## config.mk

```make
export PLATFORM = sky130hd
export DESIGN_NAME = tof_result_collector
export DESIGN_NICKNAME = d
export VERILOG_FILES = /design/src/rtl/tof_result_collector_pkg.sv /design/src/rtl/tof_sample_fifo.sv /design/src/rtl/tof_result_collector.sv
export SDC_FILE = /design/constraint.sdc
export NUM_CORES = 1
export LEC_CHECK = 0
export BUFFER_PORTS_ARGS = -buffer_cell sky130_fd_sc_hd__buf_4
export CAP_MARGIN = 10
export CORE_MARGIN = 4
export CORE_UTILIZATION = 25
export DETAILED_ROUTE_END_ITERATION = 10
export SYNTH_ARGS = -nofsm -noshare
export SYNTH_HDL_FRONTEND = slang
export SYNTH_SLANG_ARGS = --single-unit
```

## constraint.sdc

```tcl
create_clock -name clk -period 5.8 [get_ports clk]
set_clock_uncertainty 0.15 [all_clocks]
set_input_delay 0 -clock clk [delete_from_list [all_inputs] [get_ports clk]]
set_output_delay 0 -clock clk [all_outputs]
set_load 0.02 [all_outputs]
```

## src/rtl/tof_result_collector_pkg.sv

```systemverilog
// rtl/tof_result_collector_pkg.sv - shared ToF sample layout, scan state type and index helper
package tof_result_collector_pkg;

  localparam int TOF_SENSOR_W   = 3;
  localparam int TOF_ZONE_W     = 6;
  localparam int TOF_DIST_W     = 16;
  localparam int TOF_SAMPLE_W   = 25;
  localparam int TOF_DIST_LSB   = 0;
  localparam int TOF_ZONE_LSB   = 16;
  localparam int TOF_SENSOR_LSB = 22;

  typedef enum logic {
    ST_IDLE,
    ST_SCAN
  } scan_state_t;

  // Next masked-in index above cur (wrapping); a masked-out cur restarts at the lowest one.
  function automatic logic [2:0] tof_next_index(input logic [2:0] cur, input logic [7:0] mask);
    logic [2:0] lowest;
    logic [2:0] above;
    logic       found;
    lowest = cur;
    above  = cur;
    found  = 1'b0;
    for (int i = 7; i >= 0; i--) begin
      if (mask[3'(i)]) begin
        lowest = 3'(i);
        if (i > int'(cur)) begin
          above = 3'(i);
          found = 1'b1;
        end
      end
    end
    if (!mask[cur] || !found) return lowest;
    return above;
  endfunction

endpackage

```

## src/rtl/tof_sample_fifo.sv

```systemverilog
// rtl/tof_sample_fifo.sv - single-clock sample FIFO with registered storage and occupancy level
module tof_sample_fifo #(
  parameter int DEPTH = 16,
  parameter int W     = 25,
  localparam int AW   = $clog2(DEPTH)
) (
  input  logic          clk,
  input  logic          reset,
  input  logic          push,
  input  logic [W-1:0]  push_data,
  input  logic          pop,
  output logic [W-1:0]  pop_data,
  output logic          full,
  output logic          empty,
  output logic [AW:0]   level
);

  localparam logic [AW:0] PTR_ONE = 1;

  logic [W-1:0] mem [DEPTH];
  logic [AW:0]  wr_ptr;
  logic [AW:0]  rd_ptr;

  // The extra pointer bit separates full from empty when the low bits match.
  assign level    = wr_ptr - rd_ptr;
  assign empty    = (wr_ptr == rd_ptr);
  assign full     = (wr_ptr[AW] != rd_ptr[AW]) && (wr_ptr[AW-1:0] == rd_ptr[AW-1:0]);
  assign pop_data = mem[rd_ptr[AW-1:0]];

  always_ff @(posedge clk or posedge reset) begin
    if (reset) begin
      wr_ptr <= '0;
      rd_ptr <= '0;
    end else begin
      if (push) wr_ptr <= wr_ptr + PTR_ONE;
      if (pop && !empty) rd_ptr <= rd_ptr + PTR_ONE;
    end
  end

  always_ff @(posedge clk) begin
    if (push) mem[wr_ptr[AW-1:0]] <= push_data;
  end

endmodule

```

## src/rtl/tof_result_collector.sv

```systemverilog
// rtl/tof_result_collector.sv - round-robin ToF ready-flag scanner feeding a tagged sample FIFO
module tof_result_collector
  import tof_result_collector_pkg::*;
#(
  parameter int NB_OF_SENSORS = 8,
  parameter int FIFO_DEPTH    = 16,
  parameter int CNT_W         = 16
) (
  input  logic                          clk,
  input  logic                          reset,
  input  logic                          enable,
  input  logic [7:0]                    sensor_mask,
  input  logic [7:0]                    ready_in,
  input  logic [21:0]                   data_in,
  output logic [2:0]                    tof_index,
  output logic [TOF_SAMPLE_W-1:0]       m_data,
  output logic                          m_valid,
  input  logic                          m_ready,
  output logic [$clog2(FIFO_DEPTH):0]   fifo_level,
  output logic [CNT_W-1:0]              drop_count,
  output logic                          overflow,
  input  logic                          clr_stats
);

  localparam logic [7:0] VALID_MASK = 8'((1 << NB_OF_SENSORS) - 1);

  scan_state_t             state_q;
  scan_state_t             state_d;
  logic [7:0]              eff_mask;
  logic [2:0]              index_d;
  logic                    sample;
  logic                    pop;
  logic                    push;
  logic                    drop;
  logic                    fifo_full;
  logic                    fifo_empty;
  logic [TOF_SAMPLE_W-1:0] push_word;

  assign eff_mask = sensor_mask & VALID_MASK;

  always_comb begin
    state_d = ST_IDLE;
    index_d = tof_index;
    sample  = 1'b0;
    if (enable && eff_mask != 8'd0) state_d = ST_SCAN;
    if (state_q == ST_SCAN) begin
      sample = ready_in[tof_index] & eff_mask[tof_index];
      if (eff_mask != 8'd0) index_d = tof_next_index(tof_index, eff_mask);
    end
  end

  always_ff @(posedge clk or posedge reset) begin
    if (reset) begin
      state_q   <= ST_IDLE;
      tof_index <= 3'd0;
    end else begin
      state_q   <= state_d;
      tof_index <= index_d;
    end
  end

  always_comb begin
    push_word = '0;
    push_word[TOF_SENSOR_LSB +: TOF_SENSOR_W] = tof_index;
    push_word[TOF_ZONE_LSB +: TOF_ZONE_W]     = data_in[TOF_ZONE_LSB +: TOF_ZONE_W];
    push_word[TOF_DIST_LSB +: TOF_DIST_W]     = data_in[TOF_DIST_LSB +: TOF_DIST_W];
  end

  // A full FIFO still takes a sample when the head leaves in the same cycle.
  assign pop     = m_valid & m_ready;
  assign push    = sample & (~fifo_full | pop);
  assign drop    = sample & fifo_full & ~pop;
  assign m_valid = ~fifo_empty;

  tof_sample_fifo #(
    .DEPTH (FIFO_DEPTH),
    .W     (TOF_SAMPLE_W)
  ) u_fifo (
    .clk       (clk),
    .reset     (reset),
    .push      (push),
    .push_data (push_word),
    .pop       (pop),
    .pop_data  (m_data),
    .full      (fifo_full),
    .empty     (fifo_empty),
    .level     (fifo_level)
  );

  always_ff @(posedge clk or posedge reset) begin
    if (reset) begin
      drop_count <= '0;
      overflow   <= 1'b0;
    end else if (clr_stats) begin
      drop_count <= '0;
      overflow   <= 1'b0;
    end else if (drop) begin
      if (drop_count != '1) drop_count <= drop_count + CNT_W'(1);
      overflow <= 1'b1;
    end
  end

endmodule

```

=== Word level (Yosys, flattened, before mapping) ===
Memory sizes are Yosys's and may differ from the RTL's.
Index checks and enable logic that the tools add are counted.

* Word-level logic and storage cells: 77
* Input bits: 43
* Output and inout bits: 51
* Register bits: 31
* Memories: 1
* ROM bits: 0
* Bits in latches: 0
* Memory bits (writable): 400

{| class="wikitable"
|+ Memory list
! name !! depth !! width !! rd ports !! clocked after memory_dff !! wr ports !! line !! source
|-
| u_fifo.mem || 16 || 25 || 1 || 0 || 1 || tof_sample_fifo.sv:20 || <nowiki>logic [W-1:0] mem [DEPTH];</nowiki>
|}

* Divide/modulo/power cells: 0
* Mux-type cells: 36
* Bitwise gates (word level): 9
* $lt $le $gt $ge: 4
* Reduce and logical (&&, ||, !) cells: 12
* Shift operators: 0
* Equality and inequality tests: 5
* Add/sub/neg operators: 4
* Multiply operators: 0

{| class="wikitable"
|+ Operator list
! kind !! count
|-
| 16-bit 2-to-1 mux || 3
|-
| 3-bit 2-to-1 mux || 12
|-
| 1-bit 2-to-1 mux || 19
|-
| 16-bit by 1-bit adder with 16-bit output (second input constant) || 1
|-
| 16-bit inequality test (second input constant) || 1
|-
| 5-bit by 1-bit adder with 5-bit output (second input constant) || 2
|-
| 8-bit nonzero test || 1
|-
| 1-bit binary-select mux with 3-bit select || 2
|-
| 2-bit by 3-bit greater-than comparator with 1-bit output (first input constant) || 2
|-
| 6-bit inequality test (second input constant) || 1
|-
| 1-bit bitwise AND || 5
|-
| 5-bit equality test || 1
|-
| 5-bit subtractor || 1
|-
| 4-bit equality test || 1
|-
| 3-bit by 4-bit less-than comparator with 1-bit output (second input constant) || 1
|-
| 2-bit nonzero test || 2
|-
| 1-bit by 3-bit greater-than comparator with 1-bit output (first input constant) || 1
|-
| 1-bit logical AND || 3
|-
| 1-bit logical NOT || 3
|-
| 1-bit inverter || 3
|-
| 3-bit AND reduction || 1
|-
| 2-bit AND reduction || 1
|-
| 1-bit logical OR || 1
|-
| 1-bit inequality test || 1
|-
| 1-bit OR || 1
|}

=== Logic depth before layout (Yosys ltp) ===
Gate-level depths: netlist of run 1.

* Word-level depth: 16
* Mapped depth: 11
* Depth with buffers taken out: 7

=== Cells and area by module ===
Synthesis of run 1 repeated with hierarchy kept, for this count alone.

* Cells, all modules: 897
* Area total of the unflattened synthesis: 17411.7 sq um

{| class="wikitable"
|+ Modules (own cells, without submodules)
! module !! area an instance (sq um) !! times used !! seq. area each (sq um) !! cells each
|-
| tof_sample_fifo || 15990.3 || 1 || 12261.8 || 745
|-
| tof_result_collector || 1421.4 || 1 || 525.5 || 152
|}

=== Least setup slack after synthesis of run 1 ===
No wires, ideal clock.

* Path type: flip-flop to flip-flop
* From: register u_fifo.rd_ptr[2]
* To: memory u_fifo.mem[15][0] (enable)
* Stages on the path, launching flop included: 7
* Path slack: 1.896 ns
* Buffers on the path: 1
* Library setup time: 0.426 ns
* Period minus slack after synthesis: 3.904 ns
* Arrival: 3.327 ns
* Data required time: 5.224 ns
* Path through: dfrtp_1 inv_2 buf_1 ha_1 nand4_2 nor3_1 nor4b_2

* Longest elaborated chain between the ends: 7
* Elaborated cells on any way between the ends: 10
* Classes of those cells: 2 x eq/ne; 2 x mux; 5 x bitwise; 1 x reduce/logical

{| class="wikitable"
|+ RTL lines
! element !! line !! source
|-
| start, declared || tof_sample_fifo.sv:22 || <nowiki>logic [AW:0] rd_ptr;</nowiki>
|-
| start signal, assigned || tof_sample_fifo.sv:36 || <nowiki>if (pop && !empty) rd_ptr <= rd_ptr + PTR_ONE;</nowiki>
|-
| 5-bit equality test / 4-bit equality test (equally long branches) || tof_sample_fifo.sv:26, tof_sample_fifo.sv:27 ||
|-
| 1-bit inverter / 1-bit logical AND (equally long branches) || tof_result_collector.sv:73, tof_sample_fifo.sv:27 ||
|-
| 1-bit bitwise AND / 1-bit inverter (equally long branches) || tof_result_collector.sv:70, tof_result_collector.sv:71 ||
|-
| 1-bit OR (*) || tof_result_collector.sv:71 || <nowiki>assign push = sample & (~fifo_full | pop);</nowiki>
|-
| 1-bit bitwise AND (*) || tof_result_collector.sv:71 ||
|-
| 1-bit 2-to-1 mux (*) || tof_sample_fifo.sv:41 || <nowiki>if (push) mem[wr_ptr[AW-1:0]] <= push_data;</nowiki>
|-
| 1-bit 2-to-1 mux (not written as such) (*) || tof_sample_fifo.sv:41 ||
|-
| end, declared || tof_sample_fifo.sv:20 ||
|}

Every way passes the cells marked *; elsewhere a longest branch is shown, timed or not.

=== Worst setup path in the final report of run 1 ===
* From: register tof_index[0]
* To: memory u_fifo.mem[14][9] (enable)

* Longest elaborated chain between the ends: 7
* Elaborated cells on any way between the ends: 9
* Classes of those cells: 7 x mux; 2 x bitwise

{| class="wikitable"
|+ RTL lines
! element !! line !! source
|-
| start, declared || tof_result_collector.sv:15 || <nowiki>output logic [2:0] tof_index,</nowiki>
|-
| start signal, assigned || tof_result_collector.sv:58 || <nowiki>tof_index <= index_d;</nowiki>
|-
| 1-bit binary-select mux with 3-bit select || tof_result_collector.sv:47 || <nowiki>sample = ready_in[tof_index] & eff_mask[tof_index];</nowiki>
|-
| 1-bit 2-to-1 mux (not written as such) || tof_result_collector.sv:47 ||
|-
| 1-bit bitwise AND (*) || tof_result_collector.sv:47 ||
|-
| 1-bit 2-to-1 mux (*) || tof_result_collector.sv:46 || <nowiki>if (state_q == ST_SCAN) begin</nowiki>
|-
| 1-bit bitwise AND (*) || tof_result_collector.sv:71 ||
|-
| 1-bit 2-to-1 mux (*) || tof_sample_fifo.sv:41 ||
|-
| 1-bit 2-to-1 mux (not written as such) (*) || tof_sample_fifo.sv:41 ||
|}

Every way passes the cells marked *; elsewhere a longest branch is shown, timed or not. The select of a mux whose other input is x is not followed.

==> flow_metrics.env, run 1 <==
export IMPL_p_leak_nw=6.71
export IMPL_status="finished, final reports clean"
export IMPL_tightestPinTransition_ps=1030
export IMPL_grt_pass1_vias=8855
export IMPL_final_min_clock_period_ps=4320
export IMPL_max_freq_mhz=231
export IMPL_cp_max_fo=24
export IMPL_p_per_area_mw_per_mm2=454
export IMPL_cts_buffers=44
export IMPL_regToRegSetupSlack_ps=1480
export IMPL_setup_viol=0
export IMPL_critPathKind="flop to flop"
export IMPL_cp_start_kind="flop"
export IMPL_die_area_mm2=0.0729
export IMPL_start_util_pct=25.4
export IMPL_synth_compound_area_share_pct=1.33
export IMPL_clk_path_buf_depth=3
export IMPL_critPathCaptureType="flop"
export IMPL_use_met3_pct=2.17
export IMPL_gp_congestion=0.777
export IMPL_drt_iter0_drc=718
export IMPL_clock_sinks=431
export IMPL_fin_setup_tns_ps=0
export IMPL_totalWireLength_um=39100
export IMPL_hold_violations=0
export IMPL_clkTransAtPathRegs_ps=60
export IMPL_use_met1_pct=15.8
export IMPL_arrival_ps=4400
export IMPL_synth_cell_types=52
export IMPL_fin_crit_sh_pct=74.5
export IMPL_required_ps=5880
export IMPL_vias=8390
export IMPL_die_h_um=270
export IMPL_dp_cells=1734
export IMPL_root_buffer="clkbuf_16"
export IMPL_r2r_start="tof_index[0]"
export IMPL_layout_drive_gt1_share_pct=31.2
export IMPL_coreArea_mm2=0.0676
export IMPL_maxSlewViolCount=0
export IMPL_grt_pass1_wl_um=58700
export IMPL_grt_max_degree=55
export IMPL_synthAdderAreaFrac_pct=0.846
export IMPL_fill_cells=6469
export IMPL_cts_tree="done"
export IMPL_place_hpwl_um=25200
export IMPL_clk_latency_ps=530
export IMPL_fp_row_count=95
export IMPL_postCtsResizedCells=0
export IMPL_relSlewSlack_pct=31.6
export IMPL_gr_usage_all_layers_pct=10.5
export IMPL_synth_cell_area_mm2=0.0172
export IMPL_async_flop_share_pct=7.19
export IMPL_hp_class="primary input to flop"
export IMPL_ir_drop_v=0.000291
export IMPL_rsz0062_at_grt="false"
export IMPL_port_buffer_count=93
export IMPL_fin_cells=1853
export IMPL_ioPinCount=94
export IMPL_ys_ff_latch=431
export IMPL_drv_cap=0
export IMPL_area_growth_pct=20.1
export IMPL_nets=1001
export IMPL_yosys_mux_area_fraction_pct=17.6
export IMPL_overflow=0
export IMPL_synthXorXnorAreaFrac_pct=0.613
export IMPL_syn_area_per_cell_um2=21.9
export IMPL_drt_pass1_iterations=5
export IMPL_multi_input_comb_area_mm2=0.00413
export IMPL_routedWlPerCell_um=21.1
export IMPL_seq_area_mm2=0.0128
export IMPL_r2r_cells=6
export IMPL_synth_top_family_by_area="multiplexers"
export IMPL_hold_depth=4
export IMPL_grt_use_met2_pct=16.0
export IMPL_hp_start="sensor_mask[7]"
export IMPL_ys_dominant_reg_cell="edfxtp_1"
export IMPL_ant_nets=0
export IMPL_syn_inst=785
export IMPL_mostFrequentLayoutCells="edfxtp_1, mux4_2, buf_4"
export IMPL_hold_end="state_q"
export IMPL_synth_edf_count=400
export IMPL_yosysSeqAreaShare_pct=74.5
export IMPL_synth_nets=839
export IMPL_r2r_end="u_fifo.mem[14][9]"
export IMPL_ys_warn_count=0
export IMPL_synthSimpleGateAreaFrac_pct=3.55
export IMPL_fp_dieW_um=270
export IMPL_avgViaCountPerCell=4.53
export IMPL_cts_max_level=2
export IMPL_drc=0
export IMPL_final_common_cell="edfxtp_1"
export IMPL_busiest_layer="met2"
export IMPL_grt_antenna_before_repair=1
## how the worst max path moves through the flow
| stage | cells past startpoint | from | slack, ps | to |
|---|---|---|---|---|
| after floorplan | 6 | u_fifo.rd_ptr[2] | 1900 | u_fifo.mem[15][0] |
| after global placement | 6 | tof_index[0] | 1690 | u_fifo.mem[14][22] |
| after detailed placement | 6 | tof_index[0] | 1500 | u_fifo.mem[14][22] |
| after CTS | 6 | tof_index[0] | 1480 | u_fifo.mem[14][9] |
| after global routing | 6 | tof_index[0] | 1170 | u_fifo.mem[14][9] |
| final | 6 | tof_index[0] | 1480 | u_fifo.mem[14][9] |
## registers in the layout, indices dropped and copies added (netlist names)
register and flops:
drop_count 16, state_q 1, overflow 1, u_fifo.mem 400
tof_index 3, u_fifo.rd_ptr 5, u_fifo.wr_ptr 5
## through the flow
step / power [mW] / cell area (um^2) / utilization (%) / setup WS [ps] / hold slack (ps)
6_report: 9.36 / 20600 / 30.5 / 1480 / 197
4_1_cts: 9.52 / 20600 / 30.5 / 1480 / 166
3_5_place_dp: 6.95 / 18900 / 28.0 / 1500 / -20.0
3_3_place_gp: 6.92 / 18900 / 28.0 / 1690 / -40.0
5_1_grt: 9.83 / 20600 / 30.5 / 1170 / 211
2_1_floorplan: 5.76 / 17200 / - / 1900 / -51.1
## routing by layer
metal,vias to the layer above,routed length (um)
met3,44,2520
met2,248,17700
li1,3635,-
met4,0,506
met1,4463,18400
met5,-,0
## synthesized netlist by cell type, types with 7 or more instances
library cell | n | area share (%)
o31ai_1 | 7 | 0.31
clkbuf_1 | 17 | 0.37
nor2b_1 | 7 | 0.26
nand4_1 | 8 | 0.29
edfxtp_1 | 400 | 70
o21ai_0 | 7 | 0.20
nor2_1 | 8 | 0.18
and3_1 | 16 | 0.58
nand3_1 | 9 | 0.26
buf_2 | 11 | 0.32
xnor2_1 | 8 | 0.41
a21oi_1 | 16 | 0.47
dfrtp_1 | 31 | 4.5
mux4_2 | 128 | 17
inv_1 | 13 | 0.28
and2_1 | 7 | 0.26
nor3_1 | 7 | 0.20
ha_1 | 10 | 0.73
nand2_1 | 13 | 0.28
## critical path: stages, from the launching register on
cell     delay (ps)
dfrtp_1        1020
mux4_2          450
mux2i_4         100
or2_1           450
nor3b_2         690
and3_1          830
buf_4           320
## logic make-up (layout without fill, tap and decap cells)
group	Yosys count	after routing
flops	431	431
buf+inv	54	248
other cells	0	1
xor+xnor	12	12
mux	139	139
simple gates	100	100
fa+ha+maj	11	11
compound gates	38	38
## layout make-up
class	instances	area share [%]
diodes	1	0.0121
multi-input cells	300	20.0
well taps	873	5.30
flip-flops and latches	431	62.1
repair buffers	155	6.13
clock inverters	18	0.455
clock buffers	60	5.68
inverters	15	0.279
## where the power goes
group,switching [mW],internal [mW]
clock,1.10,1.41
combinational,1.55,1.43
sequential,0.276,3.58
## what timing repair did
action                    in CTS  in global routing
hold buffers                  40                  0
setup buffers                  0                  0
hold endpoints to repair     410                  0
Power figures use the tool's default switching activity.
==> inputs of run 2 (changes only) <==
Settings changed: ABC_AREA set to 1.
Clock period 5.8 ns to 3.51 ns, I/O delays scaled along.
==> run 2 against run 1 <==
  * Sequential share of layout area down 4.3 points
  * Largest power group is now combinational logic
  * Setup slack worse by 1300 ps
  * Synthesized cell count up 76%
  * Utilization up 0.32 points
  * Critical endpoint is now tof_index[1]
  * Highest routed layer unchanged
  * Critical path depth up 5
==> flow_metrics.env, run 2 <==
export IMPL_arrival_ps=3600
export IMPL_fill_cells=7107
export IMPL_gp_congestion=0.829
export IMPL_mostFrequentLayoutCells="edfxtp_1, o21ai_0, inv_1"
export IMPL_placed_area_mm2=0.0203
export IMPL_relSlewSlack_pct=32.4
export IMPL_die_area_mm2=0.0776
export IMPL_ir_drop_v=0.000786
export IMPL_hp_class="primary input to async pin"
export IMPL_clk_path_buf_depth=3
export IMPL_required_ps=3780
export IMPL_drc=0
export IMPL_port_buffer_count=93
export IMPL_final_min_clock_period_ps=3340
export IMPL_vias=11400
export IMPL_ys_ff_latch=431
export IMPL_antenna_cells=0
export IMPL_cts_tree="done"
export IMPL_grt_antenna_before_repair=0
export IMPL_status="finished, final reports clean"
export IMPL_cp_top_family="buffers and inverters"
export IMPL_syn_inst=1384
export IMPL_critPathBufInv=5
export IMPL_final_common_cell="edfxtp_1"
export IMPL_cpPeakStageDelay_ps=570
export IMPL_totalWireLength_um=46100
export IMPL_grt_pass1_vias=11400
export IMPL_synth_nets=1438
export IMPL_critPathSlowestCell="dlygate4sd3_1"
export IMPL_ioPinCount=94
export IMPL_regToRegSetupSlack_ps=170
export IMPL_start_util_pct=25.4
export IMPL_nets=1573
export IMPL_yosysSeqAreaShare_pct=69.9
export IMPL_critPathKind="flop to flop"
export IMPL_place_hpwl_um=28600
export IMPL_r2r_start="tof_index[2]"
export IMPL_clk_latency_ps=540
export IMPL_r2r_cells=11
export IMPL_syn_area_per_cell_um2=13.2
export IMPL_p_per_area_mw_per_mm2=765
export IMPL_ant_nets=0
export IMPL_avgViaCountPerCell=4.54
export IMPL_routedWlPerCell_um=18.4
export IMPL_synthTopCellsByCount="edfxtp_1, o21ai_0, inv_1"
export IMPL_critPathCaptureType="flop"
export IMPL_cts_max_level=2
export IMPL_die_h_um=279
export IMPL_final_cell_area_mm2=0.0222
export IMPL_fp_row_count=98
export IMPL_hold_violations=0
export IMPL_drv_cap=0
export IMPL_power_mw=16.9
export IMPL_synth_cell_area_mm2=0.0183
export IMPL_worstPathCellList="buf_4 > nand2_1 > nand2_4 > inv_1 > nand2_1 > o21ai_0 > dlygate4sd3_1 > nand2_1 > dlygate4sd3_1 > o21ai_0 > dlygate4sd3_1"
export IMPL_clkTransAtPathRegs_ps=70
export IMPL_layout_drive_gt1_share_pct=16.0
export IMPL_root_buffer="clkbuf_16"
export IMPL_area_growth_pct=21.1
export IMPL_rsz0062_at_grt="false"
export IMPL_overflow=0
export IMPL_drt_pass1_iterations=5
export IMPL_yosys_cell_count_top_type="edfxtp_1"
export IMPL_gr_usage_all_layers_pct=11.6
export IMPL_max_freq_mhz=300
export IMPL_ys_dominant_reg_cell="edfxtp_1"
export IMPL_drt_iter0_drc=750
export IMPL_setup_viol=0
export IMPL_synth_top_area_share_pct=65.6
export IMPL_cp_start_kind="flop"
export IMPL_p_leak_nw=8.02
export IMPL_grt_max_degree=138
export IMPL_r2r_end="tof_index[1]"
export IMPL_cts_buffers=43
export IMPL_yosys_area_top_type="edfxtp_1"
export IMPL_grt_pass1_wl_um=70700
export IMPL_tightestPinTransition_ps=1010
export IMPL_synth_edf_count=400
export IMPL_cp_max_fo=19
export IMPL_largest_reg_flops=400
export IMPL_coreArea_mm2=0.0720
export IMPL_ys_warn_count=0
export IMPL_netlist_top_cells_area="edfxtp_1, mux2i_1, dfrtp_1, o211ai_1, o21ai_0"
export IMPL_clock_sinks=431
export IMPL_synth_cell_types=41
export IMPL_maxSlewViolCount=0
export IMPL_fp_dieW_um=279
export IMPL_fin_crit_sh_pct=95.0
export IMPL_async_flop_share_pct=7.19
-- run 2: cell count changes after synthesis, sizes merged, moves of 17 or more --
cell    previous run  this run
nand2             13       104
clkbuf            19        44
mux4             129         0
nor2               8        58
nand3              9        69
a21oi             16       105
inv               14       141
mux2i              5       100
buf               19        36
o211ai             0       102
o21ai              8       146
-- run 2: final cells by class --
class                   instances  area (um^2)  share of cell area, %
flip-flops and latches        431        12800                   57.8
repair buffers                170         1520                   6.84
inverters                     142          537                   2.42
multi-input cells             731         4680                   21.1
clock buffers                  57         1250                   5.65
clock inverters                22          186                  0.841
well taps                     950         1190                   5.37
-- run 2: logic make-up (layout without fill, tap and decap cells) --
group                      after synthesis  count (layout)  share of synthesized area, %
buffers and inverters                  222             391                          5.23
adders and majority gates               11              11                         0.793
AOI/OAI and AO/OA                      354             354                          11.1
and+or+nand+nor                        242             242                          6.33
muxes                                  100             100                          5.47
DFF                                    431             431                          69.9
xor gates and xnor gates                24              24                          1.19
-- run 2: worst reg2reg max path, delay by kind of cell, from the launching register on --
family | cells | cell delay, ps
buffers and inverters | 5 | 2040
DFF | 1 | 480
and+or+nand+nor | 4 | 400
AOI/OAI and AO/OA | 2 | 150
-- run 2: how the worst max path moves through the flow --
| stage | cells after the start | end | startpoint |
|---|---|---|---|
| final | 11 | tof_index[1] | tof_index[2] |
| after global placement | 7 | u_fifo.mem[11][8] | u_fifo.rd_ptr[0] |
| after detailed placement | 7 | u_fifo.mem[3][0] | u_fifo.rd_ptr[0] |
| after floorplan | 12 | u_fifo.mem[0][0] | u_fifo.rd_ptr[3] |
| after CTS | 14 | tof_index[1] | tof_index[0] |
| after global routing | 11 | tof_index[1] | tof_index[2] |
-- run 2: per-layer routing --
layer	share of wire [%]	global-route usage, %	up-vias
met5	0	0	-
met4	1.4	2.18	0
met3	6.2	2.29	51
met2	45	18.0	346
met1	48	16.9	5639
li1	-	-	5323
-- run 2: timing repair --
| item | 4_1_cts | 5_1_grt |
|---|---|---|
| setup buffers | 0 | 0 |
| setup endpoints to repair | 0 | 1 |
| hold buffers | 41 | 0 |
| hold endpoints to repair | 398 | 0 |
| resized for setup | 0 | 3 |
-- run 2: where the power goes --
group	leakage (nW)	switching, mW	internal, mW	total (mW)
Sequential	4.00	0.201	5.92	6.12
Clock	0.713	1.92	2.73	4.65
Combinational	3.31	4.10	2.07	6.17
-- run 2: per-stage QoR --
stage,hold WS [ps],instances,worst slack (ps),TNS (ps),utilization (%)
floorplan,-51.1,1384,-20.0,-6000,-
global placement,80.4,2383,680,0,28.2
detailed placement,86.1,2383,633,0,28.2
CTS,92.6,2503,134,0,30.8
global route,130,2503,22.3,0,30.8
finish,67.0,2503,175,0,30.8
